==> src/rtl/brainhack_defs.sv <==
// Shared opcode encoding and default widths for the brainhack loader and core.
package brainhack_defs;

    localparam int PRG_ADDR_WIDTH_DEF   = 8;
    localparam int STACK_ADDR_WIDTH_DEF = 4;

    localparam logic [2:0] OP_TERM  = 3'b000;
    localparam logic [2:0] OP_INC   = 3'b010;
    localparam logic [2:0] OP_DEC   = 3'b011;
    localparam logic [2:0] OP_RIGHT = 3'b100;
    localparam logic [2:0] OP_LEFT  = 3'b101;
    localparam logic [2:0] OP_JFWD  = 3'b110;
    localparam logic [2:0] OP_JBACK = 3'b111;

    // Non-command characters map to OP_TERM, which doubles as "not a command".
    function automatic logic [2:0] char_to_opcode(input logic [7:0] ch);
        case (ch)
            8'h2B:   char_to_opcode = OP_INC;
            8'h2D:   char_to_opcode = OP_DEC;
            8'h3E:   char_to_opcode = OP_RIGHT;
            8'h3C:   char_to_opcode = OP_LEFT;
            8'h5B:   char_to_opcode = OP_JFWD;
            8'h5D:   char_to_opcode = OP_JBACK;
            default: char_to_opcode = OP_TERM;
        endcase
    endfunction

endpackage

==> src/rtl/bf_char_decode.sv <==
// Combinational classifier: ASCII source character to {is_cmd, is_nul, opcode}.
module bf_char_decode
    import brainhack_defs::*;
(
    input  logic [7:0] ch,
    output logic       is_cmd,
    output logic       is_nul,
    output logic [2:0] opcode
);

    // Classify the character.
    always_comb begin
        opcode = char_to_opcode(ch);
        is_cmd = (opcode != OP_TERM);
        is_nul = (ch == 8'h00);
    end

endmodule

==> src/rtl/bf_loader.sv <==
// Streams ASCII brainhack source into program memory as 3-bit opcodes plus terminator.
// Optional bracket-nesting checker enabled by macro BF_BRACKET_CHECK_EN.
module bf_loader
    import brainhack_defs::*;
#(
    parameter int PRG_ADDR_WIDTH   = PRG_ADDR_WIDTH_DEF,
    parameter int STACK_ADDR_WIDTH = STACK_ADDR_WIDTH_DEF
) (
    input  logic                      i_clock,
    input  logic                      i_reset_n,
    input  logic                      i_start,
    input  logic                      i_char_valid,
    input  logic [7:0]                i_char,
    output logic                      o_char_ready,
    output logic                      o_prgmem_in,
    output logic [PRG_ADDR_WIDTH-1:0] o_prgmem_addr,
    output logic [2:0]                o_prgmem_data,
    output logic                      o_busy,
    output logic                      o_done,
    output logic                      o_error,
    output logic [PRG_ADDR_WIDTH-1:0] o_length
);

    localparam logic [2:0] ST_IDLE = 3'd0;
    localparam logic [2:0] ST_LOAD = 3'd1;
    localparam logic [2:0] ST_TERM = 3'd2;
    localparam logic [2:0] ST_DONE = 3'd3;
    localparam logic [2:0] ST_ERR  = 3'd4;

    localparam logic [PRG_ADDR_WIDTH-1:0] ADDR_ONE  = {{(PRG_ADDR_WIDTH-1){1'b0}}, 1'b1};
    localparam logic [PRG_ADDR_WIDTH-1:0] ADDR_LAST = {PRG_ADDR_WIDTH{1'b1}};

    logic [2:0]                state_r, state_s;
    logic [PRG_ADDR_WIDTH-1:0] addr_r, addr_s;
    logic [PRG_ADDR_WIDTH-1:0] len_r, len_s;
    logic                      wr_en_r, wr_en_s;
    logic [PRG_ADDR_WIDTH-1:0] wr_addr_r, wr_addr_s;
    logic [2:0]                wr_data_r, wr_data_s;
    logic                      is_cmd_s, is_nul_s;
    logic [2:0]                opcode_s;
    logic                      accept_s;
    logic                      bracket_err_s, nul_err_s;

    bf_char_decode u_decode (
        .ch     (i_char),
        .is_cmd (is_cmd_s),
        .is_nul (is_nul_s),
        .opcode (opcode_s)
    );

    assign accept_s = i_char_valid && (state_r == ST_LOAD);

`ifdef BF_BRACKET_CHECK_EN
    localparam logic [STACK_ADDR_WIDTH:0] DEPTH_MAX = {1'b0, {STACK_ADDR_WIDTH{1'b1}}};
    localparam logic [STACK_ADDR_WIDTH:0] DEPTH_ONE = {{STACK_ADDR_WIDTH{1'b0}}, 1'b1};

    logic [STACK_ADDR_WIDTH:0] depth_r, depth_s;

    assign bracket_err_s = ((opcode_s == OP_JFWD)  && (depth_r == DEPTH_MAX)) ||
                           ((opcode_s == OP_JBACK) && (depth_r == {(STACK_ADDR_WIDTH+1){1'b0}}));
    assign nul_err_s     = (depth_r != {(STACK_ADDR_WIDTH+1){1'b0}});

    // Depth follows the brackets actually written; cleared when a load begins.
    always_comb begin
        depth_s = depth_r;
        if ((state_s == ST_LOAD) && (state_r != ST_LOAD)) begin
            depth_s = {(STACK_ADDR_WIDTH+1){1'b0}};
        end else if (wr_en_s && (wr_data_s == OP_JFWD)) begin
            depth_s = depth_r + DEPTH_ONE;
        end else if (wr_en_s && (wr_data_s == OP_JBACK)) begin
            depth_s = depth_r - DEPTH_ONE;
        end else begin
            depth_s = depth_r;
        end
    end

    // Depth register.
    always_ff @(posedge i_clock or negedge i_reset_n) begin
        if (!i_reset_n) begin
            depth_r <= {(STACK_ADDR_WIDTH+1){1'b0}};
        end else begin
            depth_r <= depth_s;
        end
    end
`else
    logic unused_stack_cfg_s;

    assign unused_stack_cfg_s = STACK_ADDR_WIDTH[0];
    assign bracket_err_s      = 1'b0;
    assign nul_err_s          = 1'b0;
`endif

    // Next-state and write-request logic.
    always_comb begin
        state_s   = state_r;
        addr_s    = addr_r;
        len_s     = len_r;
        wr_en_s   = 1'b0;
        wr_addr_s = wr_addr_r;
        wr_data_s = wr_data_r;
        case (state_r)
            ST_IDLE, ST_DONE, ST_ERR: begin
                if (i_start) begin
                    state_s = ST_LOAD;
                    addr_s  = {PRG_ADDR_WIDTH{1'b0}};
                    len_s   = {PRG_ADDR_WIDTH{1'b0}};
                end else begin
                    state_s = state_r;
                end
            end
            ST_LOAD: begin
                if (accept_s && is_nul_s) begin
                    state_s = nul_err_s ? ST_ERR : ST_TERM;
                end else if (accept_s && is_cmd_s) begin
                    // The last slot is kept free for the terminator.
                    if ((addr_r == ADDR_LAST) || bracket_err_s) begin
                        state_s = ST_ERR;
                    end else begin
                        wr_en_s   = 1'b1;
                        wr_addr_s = addr_r;
                        wr_data_s = opcode_s;
                        addr_s    = addr_r + ADDR_ONE;
                    end
                end else begin
                    state_s = ST_LOAD;
                end
            end
            ST_TERM: begin
                wr_en_s   = 1'b1;
                wr_addr_s = addr_r;
                wr_data_s = OP_TERM;
                len_s     = addr_r;
                state_s   = ST_DONE;
            end
            default: begin
                state_s = ST_IDLE;
            end
        endcase
    end

    // State, counters and registered write port.
    always_ff @(posedge i_clock or negedge i_reset_n) begin
        if (!i_reset_n) begin
            state_r   <= ST_IDLE;
            addr_r    <= {PRG_ADDR_WIDTH{1'b0}};
            len_r     <= {PRG_ADDR_WIDTH{1'b0}};
            wr_en_r   <= 1'b0;
            wr_addr_r <= {PRG_ADDR_WIDTH{1'b0}};
            wr_data_r <= 3'b000;
        end else begin
            state_r   <= state_s;
            addr_r    <= addr_s;
            len_r     <= len_s;
            wr_en_r   <= wr_en_s;
            wr_addr_r <= wr_addr_s;
            wr_data_r <= wr_data_s;
        end
    end

    assign o_char_ready  = (state_r == ST_LOAD);
    assign o_busy        = (state_r == ST_LOAD) || (state_r == ST_TERM);
    assign o_done        = (state_r == ST_DONE);
    assign o_error       = (state_r == ST_ERR);
    assign o_prgmem_in   = wr_en_r;
    assign o_prgmem_addr = wr_addr_r;
    assign o_prgmem_data = wr_data_r;
    assign o_length      = len_r;

endmodule

==> config.mk <==
export PLATFORM = sky130hd
export DESIGN_NAME = bf_loader
export DESIGN_NICKNAME = d
export VERILOG_FILES = /design/src/rtl/brainhack_defs.sv /design/src/rtl/bf_char_decode.sv /design/src/rtl/bf_loader.sv
export SDC_FILE = /design/constraint.sdc
export NUM_CORES = 1
export LEC_CHECK = 0
export ABC_AREA = 1
export CAP_MARGIN = 20
export CELL_PAD_IN_SITES_DETAIL_PLACEMENT = 1
export CELL_PAD_IN_SITES_GLOBAL_PLACEMENT = 2
export CORE_AREA = 5 5 87 89
export CTS_CLUSTER_SIZE = 40
export DETAILED_ROUTE_END_ITERATION = 16
export DIE_AREA = 0 0 92 94
export MAX_ROUTING_LAYER = met4
export PLACE_DENSITY = 0.73
export SYNTH_ARGS = -nofsm -noshare
export SYNTH_HDL_FRONTEND = slang
export SYNTH_SLANG_ARGS = --single-unit
==> constraint.sdc <==
create_clock -name i_clock -period 1.6 [get_ports i_clock]
set_input_delay 0.32 -clock i_clock [delete_from_list [all_inputs] [get_ports i_clock]]
set_output_delay 0.32 -clock i_clock [all_outputs]
set_load 0.05 [all_outputs]
Word-level counts from Yosys, hierarchy flattened
Index checks and enable logic that the tools add are counted.

Reduce and logical (&&, ||, !) cells: 15. Equal/unequal tests: 16. Add/sub/neg operators: 1. Muxes and demuxes: 24.

Operator list (number): 2-to-1 mux 8 bit (7); case mux 8 bit (2 select lines) (3); == test 8 x 6 -> 1 bit, second input constant (4); 2-to-1 mux 3 bit (7); case mux 3 bit (6 select lines) (1); == test 8 x 7 -> 1 bit, second input constant (2); case mux 3 bit (3 select lines) (1); adder 8 x 1 -> 8 bit, second input constant (1); == test 8 bit, second input constant (1); logical NOT 8 bit (1); == test 3 x 2 -> 1 bit, second input constant (2); != test 2 bit, second input constant (3); case mux 3 bit (2 select lines) (1); nonzero test 2 bit (3); AND reduction 5 bit (1); != test 4 x 3 -> 1 bit, second input constant (1); AND reduction 2 bit (2); AND reduction 4 bit (1); == test 3 x 1 -> 1 bit, second input constant (1); == test 3 bit, second input constant (1); logical AND 1 bit (3); logical NOT 3 bit (1); 2-to-1 mux 1 bit (3); nonzero test 3 bit (1); other kinds (4) (4).

Register bits: 31. Word-level logic and storage cells: 62. Output and inout port bits: 24. Input port bits: 12.

Depth between registers and ports, before layout
Depth after elaboration: 7. Depth in mapped cells: 11. Gate-level depth less buffers: 11.

Hierarchy
A second synthesis with hierarchy kept.

Cells, all modules: 240. Area total of the unflattened synthesis: 1798.0 sq um.

Modules (own cells, without submodules): bf_loader (area an instance 1621.6 sq um, cells each 197, sequential area each 775.7 sq um, times used 1); bf_char_decode (area an instance 176.4 sq um, cells each 43, sequential area each 0.0 sq um, times used 1).

Worst setup path before layout
Ideal clock, no wire load.

Path kind: flip-flop to output port. Start point: register state_r[2]. End point: output port o_busy. Buffers on the path: 1. Arrival time: 1414 ps. Slack: -134 ps. Data required time: 1280 ps. Cell stages (with the launch flop): 7. Path through: dfrtp_1 > inv_1 > nand2_2 > nor2_2 > inv_2 > buf_2 > nand2_1.

Word-level cells in the longest chain between the ends: 2. Elaborated cells on any way between the ends: 3. Classes of those cells: 2 x eq/ne; 1 x reduce/logical.

RTL lines: start, declared (RTL line bf_loader.sv:33) `logic [2:0] state_r, state_s;`; start signal, assigned (RTL line bf_loader.sv:151) `state_r <= state_s;`; == test 3 x 1 -> 1 bit or == test 3 x 2 -> 1 bit (tied branches) (RTL line bf_loader.sv:161) `assign o_busy = (state_r == ST_LOAD) || (state_r == ST_TERM);`; logical OR 1 bit (*) (RTL line bf_loader.sv:161); end, declared (RTL line bf_loader.sv:18) `output logic o_busy,`.

Every way passes the cells marked *; elsewhere a longest branch is shown, timed or not.

Final worst setup path
Ends and elaborated chain as after synthesis.

==> impl_metrics.json <==
{
  "outcome": "complete, but fails checks",
  "violations": "negative setup slack",
  "fp.dieArea_sq_um": 8650,
  "regToRegStartpoint": "addr_r[0]$_DFFE_PN0P_",
  "required_ns": 1.28,
  "grt_pass1_wl_um": 8380,
  "rsz0062_at_grt": "true",
  "yosysTopAreaCellShare_pct": 47.4,
  "drv_cap": 0,
  "dp_hpwl_um": 3620,
  "start_kind": "flop",
  "synth_top_family_by_area": "simple AND/OR/NAND/NOR gates",
  "grt_max_degree": 32,
  "cts_max_level": 2,
  "peakVddDrop_v": 0.000389,
  "power_frac_comb_pct": 44.6,
  "reg2reg_depth": 9,
  "worstMarginPinSlew_ns": 0.468,
  "path_clk_slew_ns": 0.07,
  "portBuffers": 35,
  "hold_ws_ns": 0.399,
  "rows": 30,
  "setup_viol": 5,
  "slowest_stage": "dfrtp_1",
  "skew_ns": 0.00398,
  "clock_latency_ns": 0.28,
  "final_cells": 360,
  "crit_fanout": 3,
  "clock_sink_count": 31,
  "place_ws_ns": -0.345,
  "max-slew-margin-rel_pct": 68.8,
  "timing.rr.end": "state_r[2]$_DFFE_PN0P_",
  "grt_use_total_pct": 12.6,
  "dieWidth_um": 92,
  "drt_wl_total_um": 5200,
  "post-route-util_pct": 41.5,
  "diodes": 0,
  "syn_area_per_cell_sq_um": 7.83,
  "drtIter0Drc": 70,
  "ys.warnings.count": 0,
  "synthMuxAreaShare_pct": 0,
  "synthAdderAreaFrac_pct": 0.765,
  "cp-end-kind": "output pin",
  "clock_path_buffers": 2,
  "power_frac_clock_pct": 24.7,
  "syn-cell-area_sq_um": 1640,
  "numCtsBuffers": 5,
  "synth_compound_area_share_pct": 5.35,
  "hold_class": "primary input to async pin",
  "grt_overflow_total": 0,
  "routabilityCongestion": 0.756,
  "yosys.area_share.simple_pct": 36.4,
  "cp.arrival_ns": 1.37,
  "final_layout_size_suffix_gt1_share_pct": 40.0,
  "core_sq_um": 6680,
  "seqPwrFrac_pct": 30.7,
  "cts_root_buf": "clkbuf_8",
  "crit_end": "o_busy",
  "synth_xor_area_share_pct": 2.14,
  "hold_violations": 0,
  "r2r_slack_ns": -0.01,
  "ys_ff_latch": 31,
  "yosys.cell_types.count": 25,
  "dr_total_vias": 1630,
  "first_pass_iters": 4,
  "slowest_delay_ns": 0.40,
  "period_share_pct": 106,
  "ys_top_cells_by_area": "dfrtp_1 47%, nand2_1 16%, nand3_1 8.3%",
  "areaGrowthSynthToFinish_pct": 69.3,
  "ys_seq_area_share_pct": 47.4,
  "startpoint": "state_r[2]$_DFFE_PN0P_",
  "fmax_mhz": 591,
  "start_util_pct": 24.5,
  "switching_share_pct": 38.0,
  "p_int_mw": 1.88,
  "viasPerCell": 4.53,
  "dp_cells": 343,
  "drc": 0,
  "grt_pass1_vias": 1708,
  "top_level_ports": 36,
  "drv_slew": 0,
  "nets": 293,
  "p_leak_nw": 1.40,
  "ant_nets": 0,
  "synth.net_count": 222,
  "yosys.area.top_type": "dfrtp_1",
  "holdBufCountCts": 0,
  "synthCells": 209,
  "cts_tree": "built",
  "wl_per_cell_um": 14.5,
  "switchingPower_mw": 1.15,
  "p_per_area_nw_per_um2": 1090,
  "cp_cell_sequence": "inv_2, nand2_4, buf_6, nor2_4, clkinv_4, nand2_4, buf_12",
  "die_height_um": 94,
  "antenna_found_initial": 0,
  "timing.critical_path.mode_cell": "nand2_4",
  "period_needed_ns": 1.69,
  "worst_slack_ns": -0.0922,
  "critPathKind": "flop to output pin"
}
## cells in the mapped netlist
| master | n |
|---|---|
| nand3b_1 | 1 |
| o21ai_0 | 4 |
| inv_1 | 16 |
| buf_2 | 5 |
| a22o_1 | 5 |
| o21ai_2 | 1 |
| nand2_4 | 3 |
| buf_6 | 2 |
| nand4_1 | 3 |
| ha_1 | 1 |
| inv_2 | 4 |
| nor2_2 | 2 |
| nand2_1 | 68 |
| nand3_1 | 27 |
| dfrtp_1 | 31 |
| nor2_1 | 22 |
| xnor2_1 | 1 |
| nand2_2 | 2 |
| or2_1 | 1 |
| xor2_1 | 3 |
| nand3_4 | 1 |
| a21oi_1 | 3 |
| buf_4 | 1 |
| and3_1 | 1 |
| nor3b_1 | 1 |
## per-stage QoR
| stage | power, mW | setup TNS (ns) | cell area [sq um] |
|---|---|---|---|
| 2_1_floorplan | 1.54 | -0.00793 | 1640 |
| 3_3_place_gp | 2.01 | -6.93 | 2390 |
| 3_5_place_dp | 2.03 | -7.48 | 2390 |
| 4_1_cts | 2.90 | -0.490 | 2600 |
| 5_1_grt | 3.18 | -1.11 | 2770 |
| 6_report | 3.03 | -0.159 | 2770 |
## layer usage
| metal | routed length (um) | vias to the layer above | GRT usage (%) | share of wire (%) |
|---|---|---|---|---|
| met5 | 0 | - | - | 0 |
| met3 | 207 | 9 | 2.72 | 4.0 |
| met4 | 94 | 0 | 3.71 | 1.8 |
| li1 | - | 806 | - | - |
| met1 | 2220 | 789 | 14.7 | 43 |
| met2 | 2680 | 26 | 21.8 | 51 |
## cell families (layout without fill, tap and decap cells)
family	after synthesis	after routing
AO/OA/AOI/OAI	13	13
XOR/XNOR	4	4
adder cells (fa/ha/maj)	1	1
buffers and inverters	28	98
flip-flops	31	31
AND/OR/NAND/NOR	132	133
## worst max-delay path: cells and delay by family (launching register included)
family        cells  cell delay [ns]
simple gates      3             0.25
buf+inv           4             0.44
flops             1             0.40
## what timing repair did
item	CTS	global route
pin swaps	7	14
cloned	1	0
setup endpoints to repair	31	29
resized for setup	28	32
setup buffers	4	5
## flip-flops by register name (all words and copies together) (netlist names)
signal         flops
state_r            3
o_prgmem_data      3
o_prgmem_in        1
o_prgmem_addr      8
o_length           8
addr_r             8
## power groups by stage
stage          Clock, mW  Combinational [mW]  Sequential, mW
2_1_floorplan          0               0.529            1.01
3_3_place_gp           0                1.09           0.921
3_5_place_dp           0                1.10           0.926
4_1_cts            0.767                1.22           0.915
5_1_grt            0.789                1.45           0.939
6_report           0.749                1.35           0.930
## final cells by class
class / count / area (sq um)
fill: 794 / 3910
clock inverter: 1 / 30.0
sequential: 31 / 778
inverter: 20 / 80.1
clock buffer: 6 / 72.6
timing repair buffer: 71 / 801
tap: 80 / 100
multi-input combinational: 151 / 910
## layout by cell type, fill, tap and decap left out, drive strengths merged
cell	instances
inv	19
a22o	5
nand3	28
nor2	24
ha	1
dlygate4sd2	5
nor3b	1
clkinv	1
o21ai	5
nand3b	1
or2	1
nand4	3
dfrtp	31
dlymetal6s2s	3
clkdlybuf4s50	3
buf	60
and3	1
xnor2	1
nand2	74
a21oi	3
bufinv	1
clkbuf	6
xor2	3
## worst min path at each step
| stage | slack [ns] | cells past startpoint | end | from |
|---|---|---|---|---|
| 2_1_floorplan | 0.02 | 0 | addr_r[0]$_DFFE_PN0P_ | i_reset_n |
| 3_3_place_gp | 0.47 | 2 | state_r[2]$_DFFE_PN0P_ | state_r[2]$_DFFE_PN0P_ |
| 3_5_place_dp | 0.48 | 2 | state_r[2]$_DFFE_PN0P_ | state_r[2]$_DFFE_PN0P_ |
| 4_1_cts | 0.40 | 2 | o_length[6]$_DFFE_PN0P_ | i_reset_n |
| 5_1_grt | 0.42 | 2 | o_length[3]$_DFFE_PN0P_ | i_reset_n |
| 6_report | 0.40 | 2 | o_length[7]$_DFFE_PN0P_ | i_reset_n |
No activity file was read; power rests on OpenSTA's default activity.
